===== src/rtl/pipe_ctrl_pkg.sv =====
// Shared pipeline-control definitions: sequencing states, register-file and reset constants.
package pipe_ctrl_pkg;

    typedef enum logic [1:0] {
        ST_RUN     = 2'd0,
        ST_FLUSH   = 2'd1,
        ST_MC_WAIT = 2'd2
    } ctrl_state_e;

    localparam logic [4:0]  REG_ZERO = 5'd0;
    localparam logic [31:0] RESET_PC = 32'h0040_0000;

endpackage


===== src/rtl/hazard_cmp.sv =====
// Combinational load-use detector: an ID source operand matches a pending load destination.
module hazard_cmp
    import pipe_ctrl_pkg::*;
(
    input  logic [4:0] rs1,
    input  logic [4:0] rs2,
    input  logic       uses_rs1,
    input  logic       uses_rs2,
    input  logic [4:0] rd,
    input  logic       rd_memtoreg,
    input  logic       rd_reg_en,
    output logic       hazard
);

    logic [4:0] src [2];
    logic [1:0] uses;
    logic [1:0] match;

    assign src[0]  = rs1;
    assign src[1]  = rs2;
    assign uses[0] = uses_rs1;
    assign uses[1] = uses_rs2;

    for (genvar gi = 0; gi < 2; gi++) begin : g_src
        assign match[gi] = uses[gi] && (src[gi] == rd);
    end

    // x0 is hardwired to zero, so a load targeting it never produces a dependency.
    assign hazard = rd_memtoreg && rd_reg_en && (rd != REG_ZERO) && (|match);

endmodule


===== src/rtl/pipe_hazard_ctrl.sv =====
// Stall/flush sequencer for the 5-stage core (RUN / FLUSH / MC_WAIT).
// Optional saturating perf counters are enabled by defining HAZ_PERF_CNT_EN.
module pipe_hazard_ctrl
    import pipe_ctrl_pkg::*;
#(
    parameter int FLUSH_CYCLES = 1,
    parameter int MC_TIMEOUT   = 64
`ifdef HAZ_PERF_CNT_EN
    , parameter int CNT_W      = 32
`endif
) (
    input  logic       clock,
    input  logic       reset,
    input  logic [4:0] id_rs1,
    input  logic [4:0] id_rs2,
    input  logic       id_uses_rs1,
    input  logic       id_uses_rs2,
    input  logic [4:0] ex_rd,
    input  logic       ex_memtoreg,
    input  logic       ex_reg_en,
    input  logic       ex_br_taken,
    input  logic       ex_mc_start,
    input  logic       mc_done,
    output logic       pc_stall,
    output logic       if_id_stall,
    output logic       if_id_flush,
    output logic       id_ex_stall,
    output logic       id_ex_flush,
    output logic       ex_mem_flush,
    output logic       mc_timeout,
    output logic       busy
`ifdef HAZ_PERF_CNT_EN
    , output logic [CNT_W-1:0] lu_stall_cnt
    , output logic [CNT_W-1:0] br_flush_cnt
    , output logic [CNT_W-1:0] mc_stall_cnt
`endif
);

    ctrl_state_e state_reg, state_next;
    logic [3:0]  flush_cnt_reg, flush_cnt_next;
    logic [7:0]  to_cnt_reg, to_cnt_next;
    logic        first_reg;
    logic        active;
    logic        lu_hazard;
    logic        lu_evt, br_evt, mc_evt, tmo_evt;

    hazard_cmp u_hazard_cmp (
        .rs1         (id_rs1),
        .rs2         (id_rs2),
        .uses_rs1    (id_uses_rs1),
        .uses_rs2    (id_uses_rs2),
        .rd          (ex_rd),
        .rd_memtoreg (ex_memtoreg),
        .rd_reg_en   (ex_reg_en),
        .hazard      (lu_hazard)
    );

    // Controls stay quiet while reset is low and for one cycle after release.
    assign active = reset && !first_reg;

    always_comb begin
        state_next     = state_reg;
        flush_cnt_next = flush_cnt_reg;
        to_cnt_next    = to_cnt_reg;
        lu_evt         = 1'b0;
        br_evt         = 1'b0;
        mc_evt         = 1'b0;
        tmo_evt        = 1'b0;
        if (active) begin
            unique case (state_reg)
                ST_RUN: begin
                    if (ex_br_taken) begin
                        br_evt = 1'b1;
                        if (FLUSH_CYCLES > 1) begin
                            state_next     = ST_FLUSH;
                            flush_cnt_next = 4'(FLUSH_CYCLES - 1);
                        end
                    end else if (ex_mc_start) begin
                        if (!mc_done) begin
                            mc_evt      = 1'b1;
                            state_next  = ST_MC_WAIT;
                            to_cnt_next = 8'd0;
                        end
                    end else if (lu_hazard) begin
                        lu_evt = 1'b1;
                    end
                end
                ST_FLUSH: begin
                    br_evt         = 1'b1;
                    flush_cnt_next = flush_cnt_reg - 4'd1;
                    if (flush_cnt_reg == 4'd1) begin
                        state_next = ST_RUN;
                    end
                end
                ST_MC_WAIT: begin
                    if (mc_done) begin
                        state_next  = ST_RUN;
                        to_cnt_next = 8'd0;
                    end else if (to_cnt_reg == 8'(MC_TIMEOUT - 1)) begin
                        tmo_evt     = 1'b1;
                        state_next  = ST_RUN;
                        to_cnt_next = 8'd0;
                    end else begin
                        mc_evt      = 1'b1;
                        to_cnt_next = to_cnt_reg + 8'd1;
                    end
                end
                default: begin
                    state_next = ST_RUN;
                end
            endcase
        end
    end

    assign pc_stall     = lu_evt | mc_evt;
    assign if_id_stall  = lu_evt | mc_evt;
    assign if_id_flush  = br_evt;
    assign id_ex_stall  = mc_evt;
    assign id_ex_flush  = br_evt | lu_evt | tmo_evt;
    // An aborted multi-cycle op must not reach MEM, so EX/MEM keeps its bubble on timeout.
    assign ex_mem_flush = mc_evt | tmo_evt;
    assign mc_timeout   = tmo_evt;
    assign busy         = active && (state_reg != ST_RUN);

    always_ff @(posedge clock) begin
        if (!reset) begin
            state_reg     <= ST_RUN;
            flush_cnt_reg <= 4'd0;
            to_cnt_reg    <= 8'd0;
            first_reg     <= 1'b1;
        end else begin
            state_reg     <= state_next;
            flush_cnt_reg <= flush_cnt_next;
            to_cnt_reg    <= to_cnt_next;
            first_reg     <= 1'b0;
        end
    end

`ifdef HAZ_PERF_CNT_EN
    logic [2:0]       perf_evt;
    logic [CNT_W-1:0] perf_cnt_reg [3];

    assign perf_evt = {mc_evt, br_evt, lu_evt};

    for (genvar gi = 0; gi < 3; gi++) begin : g_perf
        always_ff @(posedge clock) begin
            if (!reset) begin
                perf_cnt_reg[gi] <= '0;
            end else if (perf_evt[gi] && (perf_cnt_reg[gi] != '1)) begin
                perf_cnt_reg[gi] <= perf_cnt_reg[gi] + 1'b1;
            end
        end
    end

    assign lu_stall_cnt = perf_cnt_reg[0];
    assign br_flush_cnt = perf_cnt_reg[1];
    assign mc_stall_cnt = perf_cnt_reg[2];
`endif

endmodule


===== config.mk =====
export PLATFORM = sky130hd
export DESIGN_NAME = pipe_hazard_ctrl
export DESIGN_NICKNAME = d
export VERILOG_FILES = /design/src/rtl/pipe_ctrl_pkg.sv /design/src/rtl/hazard_cmp.sv /design/src/rtl/pipe_hazard_ctrl.sv
export SDC_FILE = /design/constraint.sdc
export NUM_CORES = 1
export LEC_CHECK = 0
export CORE_MARGIN = 2
export CORE_UTILIZATION = 43
export DETAILED_ROUTE_END_ITERATION = 7
export GPL_TIMING_DRIVEN = 0
export PLACE_DENSITY = 0.93
export SYNTH_ARGS = -nofsm -noshare
export SYNTH_HDL_FRONTEND = slang
export SYNTH_SLANG_ARGS = --single-unit

===== constraint.sdc =====
create_clock -name clock -period 3.4 [get_ports clock]
set_input_delay 0.68 -clock clock [delete_from_list [all_inputs] [get_ports clock]]
set_output_delay 0.68 -clock clock [all_outputs]
set_load 0.02 [all_outputs]

## Yosys cells after proc, flatten, opt, wreduce, memory -nomap -nowiden

Index checks and enable logic that the tools add are counted.

| storage, ports and cells | value |
|---|---|
| input bits | 24 |
| bits in registers | 15 |
| logic and storage cells | 70 |
| output and inout port bits | 8 |

| cells by class | value |
|---|---|
| reductions and logical operators | 16 |
| equality and inequality tests | 11 |
| bitwise logic cells | 4 |
| multiplexer cells | 33 |
| $add $sub $neg | 2 |

Operators by type and width:

| kind | count |
|---|---|
| two-way mux 8 bit | 5 |
| two-way mux 1 bit | 18 |
| one-hot mux 8 bit (2 select lines) | 1 |
| two-way mux 2 bit | 6 |
| equality test 5 bit | 2 |
| adder 8 x 1 -> 8 bit (second input constant) | 1 |
| equality test 8 x 6 -> 1 bit (second input constant) | 1 |
| != test 2 bit (second input constant) | 4 |
| logical AND 1 bit | 7 |
| one-hot mux 2 bit (3 select lines) | 1 |
| AND reduction 6 bit | 1 |
| AND reduction 5 bit | 1 |
| nonzero test 5 bit | 1 |
| equality test 4 x 1 -> 1 bit (second input constant) | 1 |
| OR 1 bit | 4 |
| one-hot mux 1 bit (2 select lines) | 2 |
| nonzero test 2 bit | 2 |
| subtractor 4 x 1 -> 4 bit (second input constant) | 1 |
| != test 3 bit (second input constant) | 1 |
| equality test 2 x 1 -> 1 bit (second input constant) | 1 |
| equality test 2 bit (second input constant) | 1 |
| zero test 2 bit | 1 |
| AND reduction 2 bit | 1 |
| OR reduction 2 bit | 1 |
| zero test 1 bit | 1 |

## Longest topological paths before layout

Gate-level depths: netlist of the first run.

| depth | value |
|---|---|
| depth in word-level cells | 11 |
| mapped depth | 6 |
| gate-level depth less buffers | 5 |

## Hierarchy

Synthesis of the first run repeated with hierarchy kept, for this count alone.

| unflattened totals | value |
|---|---|
| cells, all modules | 90 |
| area, all modules | 742.0 µm² |

Modules (own cells, without submodules):

| module | cells an instance | instances | area an instance (µm²) | seq. area each (µm²) |
|---|---|---|---|---|
| pipe_hazard_ctrl | 73 | 1 | 606.8 | 200.2 |
| hazard_cmp | 17 | 1 | 135.1 | 0.0 |

## Worst setup path after synthesis of the first run

No wires, ideal clock.

| path | value |
|---|---|
| kind | input to output |
| from | input port ex_rd[1] |
| to | output port pc_stall |
| required time | 2.720 ns |
| stages on the path | 4 |
| data arrival time | 1.944 ns |
| path buffers | 1 |
| setup slack | 0.776 ns |
| cell sequence | or4_1 -> o211ai_1 -> o221ai_1 -> buf_4 |

| on the way | value |
|---|---|
| cells in the longest elaborated chain, start to end | 10 |
| elaborated cells on any way between the ends | 14 |
| those cells by class | 2 x eq/ne; 5 x mux; 1 x bitwise; 6 x reduce/logical |

RTL lines:

| element | RTL line | text |
|---|---|---|
| start, declared | pipe_hazard_ctrl.sv:18 | `input logic [4:0] ex_rd,` |
| equality test 5 bit | hazard_cmp.sv:25 | `assign match[gi] = uses[gi] && (src[gi] == rd);` |
| logical AND 1 bit | hazard_cmp.sv:25 |  |
| OR reduction 2 bit | hazard_cmp.sv:29 | `assign hazard = rd_memtoreg && rd_reg_en && (rd != REG_ZERO) && (\|match);` |
| logical AND 1 bit * | hazard_cmp.sv:29 |  |
| two-way mux 1 bit * | pipe_hazard_ctrl.sv:84 | `end else if (lu_hazard) begin` |
| two-way mux 1 bit * | pipe_hazard_ctrl.sv:78 | `end else if (ex_mc_start) begin` |
| two-way mux 1 bit * | pipe_hazard_ctrl.sv:72 | `if (ex_br_taken) begin` |
| two-way mux 1 bit * | pipe_hazard_ctrl.sv:70 | `unique case (state_reg)` |
| two-way mux 1 bit * | pipe_hazard_ctrl.sv:69 | `if (active) begin` |
| OR 1 bit * | n/a |  |
| end, declared | pipe_hazard_ctrl.sv:24 | `output logic pc_stall,` |

Mark *: on every way between the ends. The rest lies on a longest branch, timed or not.

## Worst setup path in the final report of the first run

| path | value |
|---|---|
| from | input port ex_rd[1] |
| to | output port pc_stall |

| on the way | value |
|---|---|
| cells in the longest elaborated chain, start to end | 10 |
| elaborated cells on any way between the ends | 14 |
| those cells by class | 2 x eq/ne; 5 x mux; 1 x bitwise; 6 x reduce/logical |

RTL lines:

| element | RTL line | text |
|---|---|---|
| equality test 5 bit | hazard_cmp.sv:25 |  |
| logical AND 1 bit | hazard_cmp.sv:25 |  |
| OR reduction 2 bit | hazard_cmp.sv:29 |  |
| logical AND 1 bit * | hazard_cmp.sv:29 |  |
| two-way mux 1 bit * | pipe_hazard_ctrl.sv:84 |  |
| two-way mux 1 bit * | pipe_hazard_ctrl.sv:78 |  |
| two-way mux 1 bit * | pipe_hazard_ctrl.sv:72 |  |
| two-way mux 1 bit * | pipe_hazard_ctrl.sv:70 |  |
| two-way mux 1 bit * | pipe_hazard_ctrl.sv:69 |  |
| OR 1 bit * | pipe_hazard_ctrl.sv:115 | `assign pc_stall = lu_evt \| mc_evt;` |

Marked as above.

==> results of run 1 <==
==> kinds of logic (layout without fill, tap and decap cells) <==
kind of cell	after synthesis	in the layout	share of synthesized area (%)
XOR/XNOR	14	14	17.5
adder cells (fa/ha/maj)	1	1	1.78
AND/OR/NAND/NOR	37	37	30.1
flip-flops	10	10	28.5
buffers and inverters	5	39	3.21
AO/OA/AOI/OAI	20	20	18.9
==> placed cells by master, fill, tap and decap left out, types with 3 or more instances in the layout <==
cell type | Yosys | routed
a21oi_1 | 5 | 5
clkbuf_4 | 0 | 3
clkdlybuf4s50_1 | 0 | 28
dfxtp_1 | 10 | 10
inv_1 | 3 | 3
nand2_1 | 7 | 7
nor2_1 | 8 | 8
o211ai_1 | 4 | 4
o21ai_0 | 4 | 4
xor2_1 | 12 | 12
==> cell type report <==
class	instances	area share (%)
Inverter	3	1.06
Sequential cell	10	18.9
Clock buffer	3	2.13
Buffer	2	1.06
Tap cell	16	1.89
Timing Repair Buffer	31	29.6
Multi-Input combinational cell	72	45.3
==> timing repair <==
item                       in CTS  in global routing
pin swaps                       0                  0
gates resized for setup         1                  3
hold buffers                    0                  0
setup endpoints to repair       1                  3
==> worst register-to-register path, stage by stage, from the launching register on <==
cell and delay, ns:
dfxtp_1 0.37, ha_1 0.18, and3_1 0.27, nand3_1 0.14
or3_1 0.36, a21oi_1 0.14
==> routing by layer <==
metal | vias to the layer above | GRT usage [%] | routed length, µm
li1 | 385 | - | -
met1 | 356 | 21.1 | 662
met2 | 35 | 40.6 | 987
met3 | 6 | 6.12 | 132
met4 | 0 | 10.9 | 46
met5 | - | 0 | 0
==> worst max path at each step <==
stage	depth (start not counted)	slack, ns	endpoint
finish	6	0.14	pc_stall
detailed placement	6	-0.10	pc_stall
floorplan	4	0.78	pc_stall
global placement	6	-0.07	pc_stall
CTS	5	0.04	if_id_stall
global route	6	0.05	pc_stall
==> power groups by stage <==
stage	combinational (mW)	sequential [mW]	clock, mW
final	0.0638	0.119	0.0796
after global routing	0.0690	0.119	0.0879
after CTS	0.0643	0.119	0.0822
after detailed placement	0.0643	0.122	0
after floorplan	0.0234	0.121	0
after global placement	0.0614	0.122	0
==> flow_summary.yaml, run 1 <==
hold_path:
  hp-start: "to_cnt_reg[1]$_SDFFE_PN0P_"
  hold_path_depth: 2
  min_to: "to_cnt_reg[1]$_SDFFE_PN0P_"
  hp-class: "reg -> reg"
placement:
  io_buffer_count: 31
  post-place-ws_ns: -0.101
  dpl_cell_area_mm2: 0.00103
  placed_cells: 134
  post-dp-hpwl_mm: 1.56
  gp_congestion: 0.821
sta:
  worstMarginPinSlew_ns: 0.395
  skew_ns: 0.00224
  layout_setup_ws_ns: 0.139
  drv_slew: 0
  timing.fmax_mhz: 307
  finalCritPeriodShare_pct: 95.9
  whs_ns: 0.474
  setup_viol: 0
  period_minus_slack_ns: 3.26
  finalSetupTns_ns: 0
  hold_violations: 0
  maxSlewHeadroom_pct: 73.7
  rsz0062_at_grt: "false"
clocking:
  cts_sinks: 10
  clock-root-buffer: "clkbuf_4"
  clk_latency_ns: 0.26
  cts_htree_levels: 1
  cts_tree: "yes"
  clk_pin_slew_ns: 0.06
  cts_setup_buffers: 0
  cts_max_path_buffers: 2
  cts_inserted_buffers: 3
synthesis:
  synth-edff-count: 0
  ys_ff_latch: 10
  ys_async_sr_fraction_pct: 0
  synth_top_area_cell: "dfxtp_1"
  syn_inst: 87
  seq_area_frac_synth_pct: 28.5
  yosys-top-cells-count: "xor2_1 (12), dfxtp_1 (10), nor2_1 (8), nand2_1 (7), a21oi_1 (5)"
  synth_top_area_share_pct: 28.5
  yosys.cell_count.top_type: "xor2_1"
  netlist_area_um2: 702
  synthTopCellsByArea: "dfxtp_1 (29%), xor2_1 (15%), nor2_1 (4.3%), o211ai_1 (4.3%), nand2_1 (3.7%)"
  ys.flop_type: "dfxtp_1"
  ys_types: 32
  synth_nets: 112
  syn_avg_cell_area_um2: 8.07
  ys.warnings.count: 0
setup_path:
  crit_buf_inv: 3
  reg2regPathDepth: 5
  setup.worst_path.end_class: "output pin"
  r2r_start: "to_cnt_reg[0]$_SDFFE_PN0P_"
  cp_top_family: "buffers and inverters"
  critical_path_class: "in -> out"
  crit_chain: "clkdlybuf4s50_1 -> or4_1 -> o211ai_1 -> o221ai_1 -> buf_4 -> dlygate4sd2_1"
  crit_required_ns: 2.72
  critPathLaunchType: "input port"
  crit_path_top_delay_cell: "or4_1"
  crit_start: "ex_rd[1]"
  cp_max_fo: 3
  reg2reg_to: "to_cnt_reg[6]$_SDFFE_PN0P_"
  cpPeakStageDelay_ns: 0.54
  reg2reg_slack_ns: 1.88
  worstPathArrival_ns: 2.58
run_status:
  outcome: "finished, final reports clean"
routing:
  vias: 782
  dr.pass1.iters: 4
  drc: 0
  wl_per_cell_um: 13.3
  ant_nets: 0
  first_iter_violations: 11
  avgViaCountPerCell: 5.71
  wirelength_mm: 1.83
layout:
  seq_area_um2: 200
  num_antenna_cells: 0
  fillCellCount: 126
  final_util_pct: 69.5
  syn_to_final_growth_pct: 51.0
  multi_input_area_um2: 480
  instances_no_fill: 137
  final_cell_area_mm2: 0.00106
  num-nets-final: 148
  largest_reg_flops: 8
  drive_above_1_share_pct: 5.79
pwr:
  worst_ir_drop_vdd_mv: 0.209
  swShare_pct: 25.1
  clkPwrFrac_pct: 30.3
  power_mw: 0.263
  p_leak_nw: 0.440
  combPwrFrac_pct: 24.3
  p_sw_mw: 0.0660
  internal_power_mw: 0.197
  cellPowerDensity_mw_per_mm2: 248
  seqPwrFrac_pct: 45.4
grt:
  grt-ovfl-total: 0
  grt_antenna_before_repair: 0
  grt_max_degree: 11
  grt_pass1_wl_mm: 3.09
  grt_use_total_pct: 21.5
  grt_pass1_vias: 791
die:
  num_rows: 14
  die_w_um: 44.4
  initial_utilization_pct: 46.1
  core_mm2: 0.00152
  die_area_mm2: 0.00197
  die_h_um: 44.4
  pin_count: 32
job:
  drv_cap: 0
Note: power is estimated with default switching activity, not from simulation.
==> run 2, diff against run 1 <==
Settings changed: CORE_MARGIN 2 to unset.
==> run 2 against run 1 <==
Combinational power is 1% lower. Design area rose by 1.2%. Maximum frequency fell by 0.48%. Die area is 8.8% lower. Critical endpoint unchanged. Largest power group unchanged.
==> flow_summary.yaml, run 2 (synthesis results as in run 1) <==
layout:
  num-nets-final: 148
  final_util_pct: 70.4
  multi_input_area_um2: 479
  num_antenna_cells: 0
  final_cell_mix: "clkdlybuf4s50_1 (28), xor2_1 (12), dfxtp_1 (10)"
  syn_to_final_growth_pct: 52.8
  final_common_cell: "clkdlybuf4s50_1"
  fillCellCount: 112
  seq_area_um2: 200
  drive_above_1_share_pct: 5.74
  largest_reg_flops: 8
pwr:
  power_mw: 0.293
  worst_ir_drop_vdd_mv: 0.215
  cellPowerDensity_mw_per_mm2: 274
  p_leak_nw: 0.448
grt:
  use_met1_pct: 24.0
  grt_antenna_before_repair: 0
  grt_pass1_wl_mm: 2.97
  grt_max_degree: 11
  met3_usage_pct: 5.60
  grt_use_total_pct: 21.9
  busiest_layer: "met2"
  grt_pass1_vias: 740
  grtUsageMet2_pct: 36.9
  grt-ovfl-total: 0
setup_path:
  reg2reg_slack_ns: 1.92
  crit_required_ns: 2.72
  setup.worst_path.end_class: "output pin"
  cpPeakStageDelay_ns: 0.54
  crit_chain: "clkdlybuf4s50_1 -> or4_1 -> o211ai_1 -> o221ai_1 -> buf_4 -> dlygate4sd2_1"
  cp_max_fo: 3
  critPathLaunchType: "input port"
  worstPathArrival_ns: 2.60
  critical_path_class: "in -> out"
  crit_path_top_delay_cell: "or4_1"
  reg2regPathDepth: 5
run_status:
  outcome: "finished, final reports clean"
routing:
  avgViaCountPerCell: 5.58
  wl_per_cell_um: 12.7
  vias: 770
  drc: 0
  first_iter_violations: 19
  ant_nets: 0
  dr.pass1.iters: 4
  wirelength_mm: 1.75
placement:
  gp_congestion: 0.847
  post-dp-hpwl_mm: 1.38
  io_buffer_count: 31
die:
  initial_utilization_pct: 46.1
  pin_count: 32
  core_mm2: 0.00152
  num_rows: 14
  die_h_um: 42.4
  die_w_um: 42.4
  die_area_mm2: 0.00180
sta:
  whs_ns: 0.479
  rsz0062_at_grt: "false"
  finalCritPeriodShare_pct: 96.4
  hold_violations: 0
  drv_slew: 0
  finalSetupTns_ns: 0
  setup_viol: 0
  period_minus_slack_ns: 3.28
  worstMarginPinSlew_ns: 0.452
  skew_ns: 0.00531
  timing.fmax_mhz: 305
  maxSlewHeadroom_pct: 69.9
clocking:
  cts_htree_levels: 1
  clk_pin_slew_ns: 0.07
  cts_tree: "yes"
  cts_sinks: 10
  cts_inserted_buffers: 3
  clock-root-buffer: "clkbuf_4"
  clk_latency_ns: 0.27
  cts_max_path_buffers: 2
  cts_setup_buffers: 0
hold_path:
  hp-class: "reg -> reg"
  hold_path_depth: 2
job:
  drv_cap: 0
-- run 2: changes by cell type in the layout (fill, tap and decap cells not counted), sizes merged --
cell,change
clkbuf,+1
-- run 2: worst paths after layout --
| check | from | to |
|---|---|---|
| hold / removal | to_cnt_reg[1]$_SDFFE_PN0P_ | to_cnt_reg[1]$_SDFFE_PN0P_ |
| setup / recovery | ex_rd[1] | pc_stall |
| setup reg to reg | to_cnt_reg[0]$_SDFFE_PN0P_ | to_cnt_reg[6]$_SDFFE_PN0P_ |
| hold reg to reg | to_cnt_reg[1]$_SDFFE_PN0P_ | to_cnt_reg[1]$_SDFFE_PN0P_ |
-- run 2: power breakdown --
part	internal (mW)	switching, mW	total, mW	leakage (nW)
registers	0.118	0.00109	0.119	0.0810
logic	0.0374	0.0256	0.0629	0.346
clock network	0.0652	0.0462	0.111	0.0210
total	0.221	0.0729	0.293	0.448
-- run 2: stage by stage --
step	std cells	setup WS (ns)	cell area (µm²)
6_report	138	0.123	1070
4_1_cts	138	0.0260	1070
3_3_place_gp	134	-0.0780	1030
5_1_grt	138	0.0263	1070
2_1_floorplan	87	0.776	702
3_5_place_dp	134	-0.0931	1030
-- run 2: metal layers --
layer	wire [µm]	part of all wire, %
met1	756	43
met2	849	49
met3	105	6.0
met4	38	2.2
met5	0	0
-- run 2: cell type report --
type / instances / share of cell area, %
Buffer: 2 / 1.05
Clock buffer: 4 / 3.38
Inverter: 3 / 1.05
Multi-Input combinational cell: 72 / 44.7
Sequential cell: 10 / 18.7
Tap cell: 16 / 1.87
Timing Repair Buffer: 31 / 29.3
-- run 2: repair_timing --
item	in CTS	in global routing
endpoints found under the setup margin	1	2
hold buffers	0	0
gates cloned	0	0
gates resized for setup	1	2
-- run 2: worst max-delay path: cells and delay by family --
kind	cells	cell delay, ns
simple gates	1	0.54
compound gates	2	0.44
buf+inv	3	0.94
==> run 3, diff against run 2 <==
Settings changed: CAP_MARGIN set to 10, TNS_END_PERCENT set to 50.
==> results of run 3 <==
No change in the layout: final DEF, timing and power equal those of run 2.
